--- config.mk ---
export PLATFORM = sky130hd
export DESIGN_NAME = mem_port_arbiter
export DESIGN_NICKNAME = d
export VERILOG_FILES = /design/src/rtl/mem_port_arbiter.sv
export SDC_FILE = /design/constraint.sdc
export NUM_CORES = 1
export LEC_CHECK = 0
export CORE_AREA = 5 5 456 458
export CTS_CLUSTER_SIZE = 16
export DETAILED_ROUTE_END_ITERATION = 16
export DIE_AREA = 0 0 461 463
export PLACE_DENSITY_LB_ADDON = 0.15
export SLEW_MARGIN = 20
export SYNTH_ARGS = -nofsm -noshare
export SYNTH_HDL_FRONTEND = slang
export SYNTH_SLANG_ARGS = --single-unit
--- constraint.sdc ---
create_clock -name clk -period 2.3 [get_ports clk]
set_input_delay 0.46 -clock clk [delete_from_list [all_inputs] [get_ports clk]]
set_output_delay 0.46 -clock clk [all_outputs]
set_load 0.1 [all_outputs]
--- src/rtl/mem_port_arbiter.sv ---
// Round-robin arbiter sharing one memory port between ifmap/weight readers and the compressor
// writer, routing read responses back in issue order. Define MEM_ARB_STATS_EN for grant/stall stats.
module mem_port_arbiter #(
  parameter int unsigned ADDR_W  = 32,
  parameter int unsigned DATA_W  = 256,
  parameter int unsigned MAX_OUT = 16
) (
  input  logic                     clk,
  input  logic                     rst_n,
  input  logic                     start,
  input  logic [ADDR_W-1:0]        ifmap_base,
  input  logic [ADDR_W-1:0]        weight_base,
  input  logic [ADDR_W-1:0]        comp_base,
  input  logic [2:0]               req,
  input  logic [DATA_W-1:0]        comp_wdata,
  output logic [2:0]               ack,
  output logic                     mem_valid,
  output logic                     mem_we,
  output logic [ADDR_W-1:0]        mem_addr,
  output logic [DATA_W-1:0]        mem_wdata,
  input  logic                     mem_ready,
  input  logic                     mem_rvalid,
  input  logic [DATA_W-1:0]        mem_rdata,
  output logic [1:0]               rsp_valid,
  output logic [DATA_W-1:0]        rsp_data,
  output logic [$clog2(MAX_OUT):0] outstanding,
  output logic                     err
`ifdef MEM_ARB_STATS_EN
  ,
  output logic [31:0]              gnt_cnt0,
  output logic [31:0]              gnt_cnt1,
  output logic [31:0]              gnt_cnt2,
  output logic [31:0]              stall_cnt
`endif
);

  localparam int unsigned PtrW = $clog2(MAX_OUT);
  localparam int unsigned CntW = PtrW + 1;
  localparam logic [CntW-1:0] MaxOut = CntW'(MAX_OUT);

  logic [1:0]        last_q;
  logic [ADDR_W-1:0] addr_q [3];
  logic [MAX_OUT-1:0] tags_q;
  logic [PtrW-1:0]   wr_ptr_q, rd_ptr_q;
  logic [CntW-1:0]   out_q;
  logic              err_q;

  logic [2:0] eligible;
  logic       can_read;
  logic [1:0] o0, o1, o2;
  logic [1:0] win;
  logic       grant;
  logic       push, pop, tag_out;

  // Search order starts just after the last winner.
  always_comb begin
    can_read = (out_q < MaxOut);
    eligible = req & {1'b1, can_read, can_read} & {3{~start}};
    case (last_q)
      2'd0:    begin o0 = 2'd1; o1 = 2'd2; o2 = 2'd0; end
      2'd1:    begin o0 = 2'd2; o1 = 2'd0; o2 = 2'd1; end
      default: begin o0 = 2'd0; o1 = 2'd1; o2 = 2'd2; end
    endcase
    if (eligible[o0])      win = o0;
    else if (eligible[o1]) win = o1;
    else                   win = o2;
  end

  always_comb begin
    mem_valid = |eligible;
    grant     = mem_valid & mem_ready;
    mem_we    = mem_valid & (win == 2'd2);
    mem_addr  = '0;
    if (mem_valid) begin
      case (win)
        2'd0:    mem_addr = addr_q[0];
        2'd1:    mem_addr = addr_q[1];
        default: mem_addr = addr_q[2];
      endcase
    end
    ack = grant ? (3'b001 << win) : 3'b000;
  end

  assign mem_wdata = comp_wdata;
  assign push      = ack[0] | ack[1];
  assign pop       = mem_rvalid & (out_q != '0);
  assign tag_out   = tags_q[rd_ptr_q];

  always_comb begin
    rsp_valid = 2'b00;
    if (pop) rsp_valid = tag_out ? 2'b10 : 2'b01;
  end

  assign rsp_data    = mem_rdata;
  assign outstanding = out_q;
  assign err         = err_q;

  always_ff @(posedge clk or negedge rst_n) begin
    if (!rst_n) begin
      last_q   <= 2'd2;
      addr_q[0] <= '0;
      addr_q[1] <= '0;
      addr_q[2] <= '0;
      tags_q   <= '0;
      wr_ptr_q <= '0;
      rd_ptr_q <= '0;
      out_q    <= '0;
    end else if (start) begin
      last_q    <= 2'd2;
      addr_q[0] <= ifmap_base;
      addr_q[1] <= weight_base;
      addr_q[2] <= comp_base;
      wr_ptr_q  <= '0;
      rd_ptr_q  <= '0;
      out_q     <= '0;
    end else begin
      for (int i = 0; i < 3; i++) begin
        if (ack[i]) addr_q[i] <= addr_q[i] + ADDR_W'(1);
      end
      if (grant) last_q <= win;
      if (push) begin
        tags_q[wr_ptr_q] <= ack[1];
        wr_ptr_q         <= wr_ptr_q + PtrW'(1);
      end
      if (pop) rd_ptr_q <= rd_ptr_q + PtrW'(1);
      case ({push, pop})
        2'b10:   out_q <= out_q + CntW'(1);
        2'b01:   out_q <= out_q - CntW'(1);
        default: out_q <= out_q;
      endcase
    end
  end

  // Sticky: stray response, or flush while reads are still in flight.
  always_ff @(posedge clk or negedge rst_n) begin
    if (!rst_n) begin
      err_q <= 1'b0;
    end else if ((mem_rvalid && out_q == '0) || (start && out_q != '0)) begin
      err_q <= 1'b1;
    end
  end

`ifdef MEM_ARB_STATS_EN
  logic [31:0] gnt_cnt_q [3];
  logic [31:0] stall_cnt_q;

  always_ff @(posedge clk or negedge rst_n) begin
    if (!rst_n) begin
      gnt_cnt_q[0] <= '0;
      gnt_cnt_q[1] <= '0;
      gnt_cnt_q[2] <= '0;
      stall_cnt_q  <= '0;
    end else if (start) begin
      gnt_cnt_q[0] <= '0;
      gnt_cnt_q[1] <= '0;
      gnt_cnt_q[2] <= '0;
      stall_cnt_q  <= '0;
    end else begin
      for (int i = 0; i < 3; i++) begin
        if (ack[i] && gnt_cnt_q[i] != '1) gnt_cnt_q[i] <= gnt_cnt_q[i] + 32'd1;
      end
      if (mem_valid && !mem_ready && stall_cnt_q != '1) stall_cnt_q <= stall_cnt_q + 32'd1;
    end
  end

  assign gnt_cnt0  = gnt_cnt_q[0];
  assign gnt_cnt1  = gnt_cnt_q[1];
  assign gnt_cnt2  = gnt_cnt_q[2];
  assign stall_cnt = stall_cnt_q;
`endif

endmodule

* Yosys cells after proc, flatten, opt, wreduce, memory -nomap -nowiden *
Cells that the tools add are included.
W data, S select, Z words.

storage, ports and cells
  flip-flop bits (word level) = 128
  bits of input ports = 616
  output and inout bits = 557

cells by class
  add/sub/neg operators = 7
  order comparisons = 6
  equal/unequal tests = 5
  shifts and indexed selects = 1
  muxes and demuxes = 31
  bitwise gates (word level) = 7
  reduce and logical (&&, ||, !) cells = 17

operator list
  operator                 number
  $mux W32                 4
  $add A32 B1 Y32 const B  3
  $mux W96                 1
  $pmux W32 S2             1
  $bwmux W16               1
  $mux W4                  4
  $mux W2                  6
  $pmux W2 S2              3
  $reduce_bool A2 Y1       6
  $lt A4 B5 Y1 const B     2
  $pmux W5 S2              1
  $add A4 B1 Y4 const B    2
  $and A3 B3 Y3            2
  $eq A2 B1 Y1 const B     3
  $lt A2 B3 Y1 const B     2
  $add A5 B1 Y5 const B    1
  $logic_not A5 Y1         1
  $lt A5 B5 Y1 const B     1
  $mux W5                  1
  $reduce_bool A5 Y1       1
  $sub A5 B1 Y5 const B    1
  $bmux W1 S2              2
  $bmux W1 S4              1
  $demux W1 S4             1
  other kinds (14)         23

* Logic depth before layout (Yosys ltp) *
  word-level depth = 13
  mapped depth = 12
  depth with buffers taken out = 10

* Worst setup path before layout *
Ideal clock, no wire load.

  kind = register -> output
  from = register out_q[4], in the netlist outstanding[4]
  to = output mem_addr[0]
  arrival = 6.839 ns
  data required time = 1.840 ns
  slack = -4.999 ns
  stages on the path, launching flop included = 7
  cell sequence = dfrtp_1 buf_4 and4bb_2 or2_2 nor2_1 nor3_1 a2111oi_0

between the ends
  cells in the longest elaborated chain, start to end = 10

ends and longest elaborated chain
  item                                                     line  source
  start, declared                                          45    logic [CntW-1:0] out_q;
  start signal, assigned                                   127   2'b10: out_q <= out_q + CntW'(1);
  start signal, assigned                                   128   2'b01: out_q <= out_q - CntW'(1);
  start signal, assigned                                   129   default: out_q <= out_q;
  $lt A5 B5 Y1 (*)                                         57    can_read = (out_q < MaxOut);
  $and A3 B3 Y3 (*) (2 in series)                          58    eligible = req & {1'b1, can_read, can_read} & {3{~start}};
  $bmux W1 S2                                              65    else if (eligible[o1]) win = o1;
  $mux W1 (not written as such)                            65
  $mux W2                                                  65
  $mux W2                                                  64    if (eligible[o0]) win = o0;
  $eq A2 B1 Y1 / $logic_not A2 Y1 (equally long branches)  75    case (win)
  $pmux W32 S2                                             75
  $mux W32 (*)                                             74    if (mem_valid) begin
  end, declared                                            19    output logic [ADDR_W-1:0] mem_addr,

Every way passes the cells marked *; elsewhere a longest branch is shown, timed or not. The select of a mux whose other input is x is not followed.

* Worst setup path in the final report *
  from = register out_q[4], in the netlist outstanding[4]
  to = output mem_addr[2]

The elaborated chain is that of the path after synthesis.

==> results by group <==
Drt
  • Met3 Wirelength: 19.27 mm
  • Final ANT Viol Nets: 0
  • Highest metal used: met5
  • Final WL: 104.4 mm
  • Routed wl met2: 52.83 mm
  • WL/cell: 25.82 um
  • Vias: 9804
  • Pre-antenna DRT Iters: 4
  • M1 wire length: 26.59 mm
  • Drt initial violations: 440
  • Via density: 2.426
  • Remaining DRCs: 0

Floorplanning
  • Die area: 213400 um^2
  • Starting Density: 0.05771
  • Die Span X: 461 um
  • Die Ht: 463 um
  • Ports: 1173
  • Std-Cell Rows: 166
  • Core area: 203500 um^2

Synth
  • Main flop type after synthesis: dfrtp_1
  • Post-synthesis adder-cell area fraction: 0.01065
  • Fraction of the mapped netlist area in compound gates: 0.1333
  • Seq/Total Area, Yosys: 0.2728
  • Most frequent cell after synthesis: buf_4
  • Yosys Warn Count: 0
  • Post-synthesis xor/xnor area fraction: 0.04101
  • Multiplexer share of the synthesized area: 0.02535
  • Post-synth top cells: buf_4 (515), nand2_1 (160), dfrtp_1 (127)
  • Avg Cell Area, Syn: 8.192 um^2
  • Count of different cell masters after synthesis: 74
  • Syn Nets: 2060
  • Post-synth ARST share: 1.000
  • EDFF count, synth: 0
  • Top-area cell type share of the netlist area: 0.3291
  • Cells after Synth: 1434
  • Top cell type by total area after synthesis: buf_4
  • Post-Syn Area: 11750 um^2
  • Seq cells post-synth: 128
  • Largest family of logic cells by synthesized area: buffers and inverters
  • Ranking of synthesized cells by area: buf_4 (33%), dfrtp_1 (27%), nand2_1 (5.1%)
  • Synth Area in Simple Gates: 0.1619

Hold path
  • Worst Hold Class: input port to flip-flop
  • Hold wc startpoint: start
  • WHS Path Cells: 3
  • Hold EP: addr_q[46]

Timing
  • RSZ-0062 raised after global routing: yes
  • Worst rel slew slack: 0.4515
  • Final TNS setup: -46.39 ns
  • Final hold violation count: 0
  • Min Clock Period, post-route: 3.229 ns
  • Slew of the pin with the lowest slew margin: 0.8227 ns
  • Final setup violation count: 133
  • Min Hold Slack: 0.3337 ns
  • Final Skew: 0.01204 ns
  • Fmax: 0.3097 GHz
  • Max-slew violation count: 0
  • Final worst slack: -0.9287 ns
  • Period utilization: 1.404

Finish
  • Area occupied by multi-input gates: 6080 um^2
  • Finished Layout Cells: 4042
  • Area grow syn2layout: 56.61%
  • Share of cells above drive strength 1: 0.4766
  • Final Net Count: 1960
  • Sequential cell area: 3217 um^2
  • Filler cells: 23590

Placed design
  • Port bufs: 148
  • GPL Wtd Cong: 0.6848
  • HPWL after DPL: 90.51 mm
  • Placed cell count: 3926

Setup path
  • Critical path's top delay family: buffers and inverters
  • Reg-to-Reg Start: outstanding[4]
  • Crit path kind: flip-flop to output pin
  • R2R Setup Slk: -0.40 ns
  • Slowest stage delay, CP: 0.54 ns
  • Crit-path max FO: 7
  • Crit path buf inv count: 6
  • Crit start category: flip-flop
  • Crit-path slowest cell: dfrtp_4
  • WP data required: 1.84 ns
  • Crit path DAT: 2.77 ns
  • CP dominant cell by count: buf_12
  • Critical path, cell by cell: nor4b_4, o2bb2ai_2, buf_6, nor2_4, buf_12, nor2_4, buf_12, buf_6, nand2_4, a21oi_4, buf_12, buf_12
  • Worst setup EP type: output pin
  • Worst r2r dst: addr_q[80]
  • Reg2reg path depth: 14

Flow run
  • MaxCap Viol Count: 0

Global routing
  • Grt total ovfl: 0
  • Overall Global Routing Usage: 0.09484
  • Pin count of the biggest net entering global routing: 69
  • Global-route wire length before repair: 129.4 mm
  • Vias in the first global route: 10867
  • Initial antenna violation count: 20

CTS
  • H-tree Lvls: 4
  • CTS tree: built
  • # clock sinks: 128
  • Longest Clk Path Bufs: 2
  • Cts bufs inserted: 17
  • Clock Latency Late Sink: 0.51 ns
  • Clk root buf: clkbuf_16
  • Clk slew on worst S/H paths: 0.07 ns

Power
  • Pleak: 6.487 nW
  • Overall power: 0.01306 W
  • Max rail drop VDD: 0.0005889 V
  • Pwr dens: 710.0 nW/um^2

Run status
  • Failing checks: negative setup slack
  • Status: finished with violations
## stage by stage
stage	util	setup slack (ns)	area [um^2]
2_1_floorplan	-	-0.9033	12250
3_3_place_gp	0.07488	-1.113	15240
3_5_place_dp	0.07488	-1.134	15240
4_1_cts	0.08647	-1.105	17600
5_1_grt	0.09031	-1.062	18380
6_report	0.09039	-0.9287	18400
## worst max path at each step
stage | from | end | slack (ns) | cells past startpoint
after detailed placement | req[2] | mem_addr[5] | -1.13 | 12
after CTS | last_q[1] | mem_addr[18] | -1.10 | 14
after global routing | outstanding[4] | mem_addr[8] | -1.06 | 11
after global placement | req[2] | mem_addr[8] | -1.11 | 12
final | outstanding[4] | mem_addr[2] | -0.93 | 12
after floorplan | outstanding[4] | mem_addr[0] | -0.90 | 6
## power by group
group / switching [W] / internal [W]
Clock: 0.00136 / 0.00187
Sequential: 0.000364 / 0.00251
Combinational: 0.00399 / 0.00297
Total: 0.00571 / 0.00735
## cells in the final DEF (no fill, tap or decap), types with 18 or more instances in the layout
cell and count:
buf_4 181, dfrtp_1 121, nand2_1 117, clkdlybuf4s50_1 99, buf_12 74, buf_6 70, o21ai_1 52, nand3_1 43
nand2_4 36, nor2_1 36, a21oi_4 33, and3_1 25, xor2_1 23, o21ai_0 21, nand4_1 20, xnor2_1 20
nor2_4 19, a22oi_2 19, inv_1 19, clkbuf_16 18
## layer usage
layer | vias up | track usage
met4 | 20 | 0.04488
met3 | 336 | 0.08199
met2 | 685 | 0.1689
met1 | 4571 | 0.06923
li1 | 4192 | -
met5 | - | 0.005430
## kinds of logic after synthesis
| logic type | after synthesis |
|---|---|
| compound gates | 239 |
| xor+xnor | 55 |
| fa+ha+maj | 10 |
| buf+inv | 588 |
| flops | 128 |
| mux | 22 |
| simple gates | 392 |
## area by class of cell
class | count | share of cell area
antenna | 7 | 0.0009521
clock buffer | 19 | 0.02462
clock inverter | 13 | 0.009997
inverter | 26 | 0.006733
multi-input combinational | 718 | 0.3305
sequential | 128 | 0.1749
tap | 2688 | 0.1828
timing repair buffer | 443 | 0.2696
## worst register-to-register path, cell delays in order (launching register included)
cell,delay [ns]
dfrtp_4,0.54
nor4b_4,0.33
buf_4,0.17
a2bb2oi_4,0.07
o21ai_4,0.26
nand2_4,0.10
buf_6,0.12
buf_6,0.10
buf_6,0.10
buf_8,0.12
buf_6,0.12
nand2_4,0.08
buf_12,0.11
o21ai_2,0.05
a221o_1,0.31
## flip-flops by register name (all words and copies together), names as in the netlist
| signal | count |
|---|---|
| tags_q | 16 |
| outstanding | 5 |
| last_q | 2 |
| rd_ptr_q | 4 |
| err | 1 |
| addr_q | 96 |
| wr_ptr_q | 4 |
## repair_timing
| action | in CTS | in global routing |
|---|---|---|
| hold buffers | 1 | 0 |
| endpoints found under the setup margin | 150 | 146 |
| gates resized for setup | 312 | 160 |
| pin swaps | 105 | 88 |
| buffers inserted | 53 | 41 |
| hold endpoints to repair | 15 | 0 |
| gates cloned | 5 | 2 |
Power figures use the tool's default switching activity.
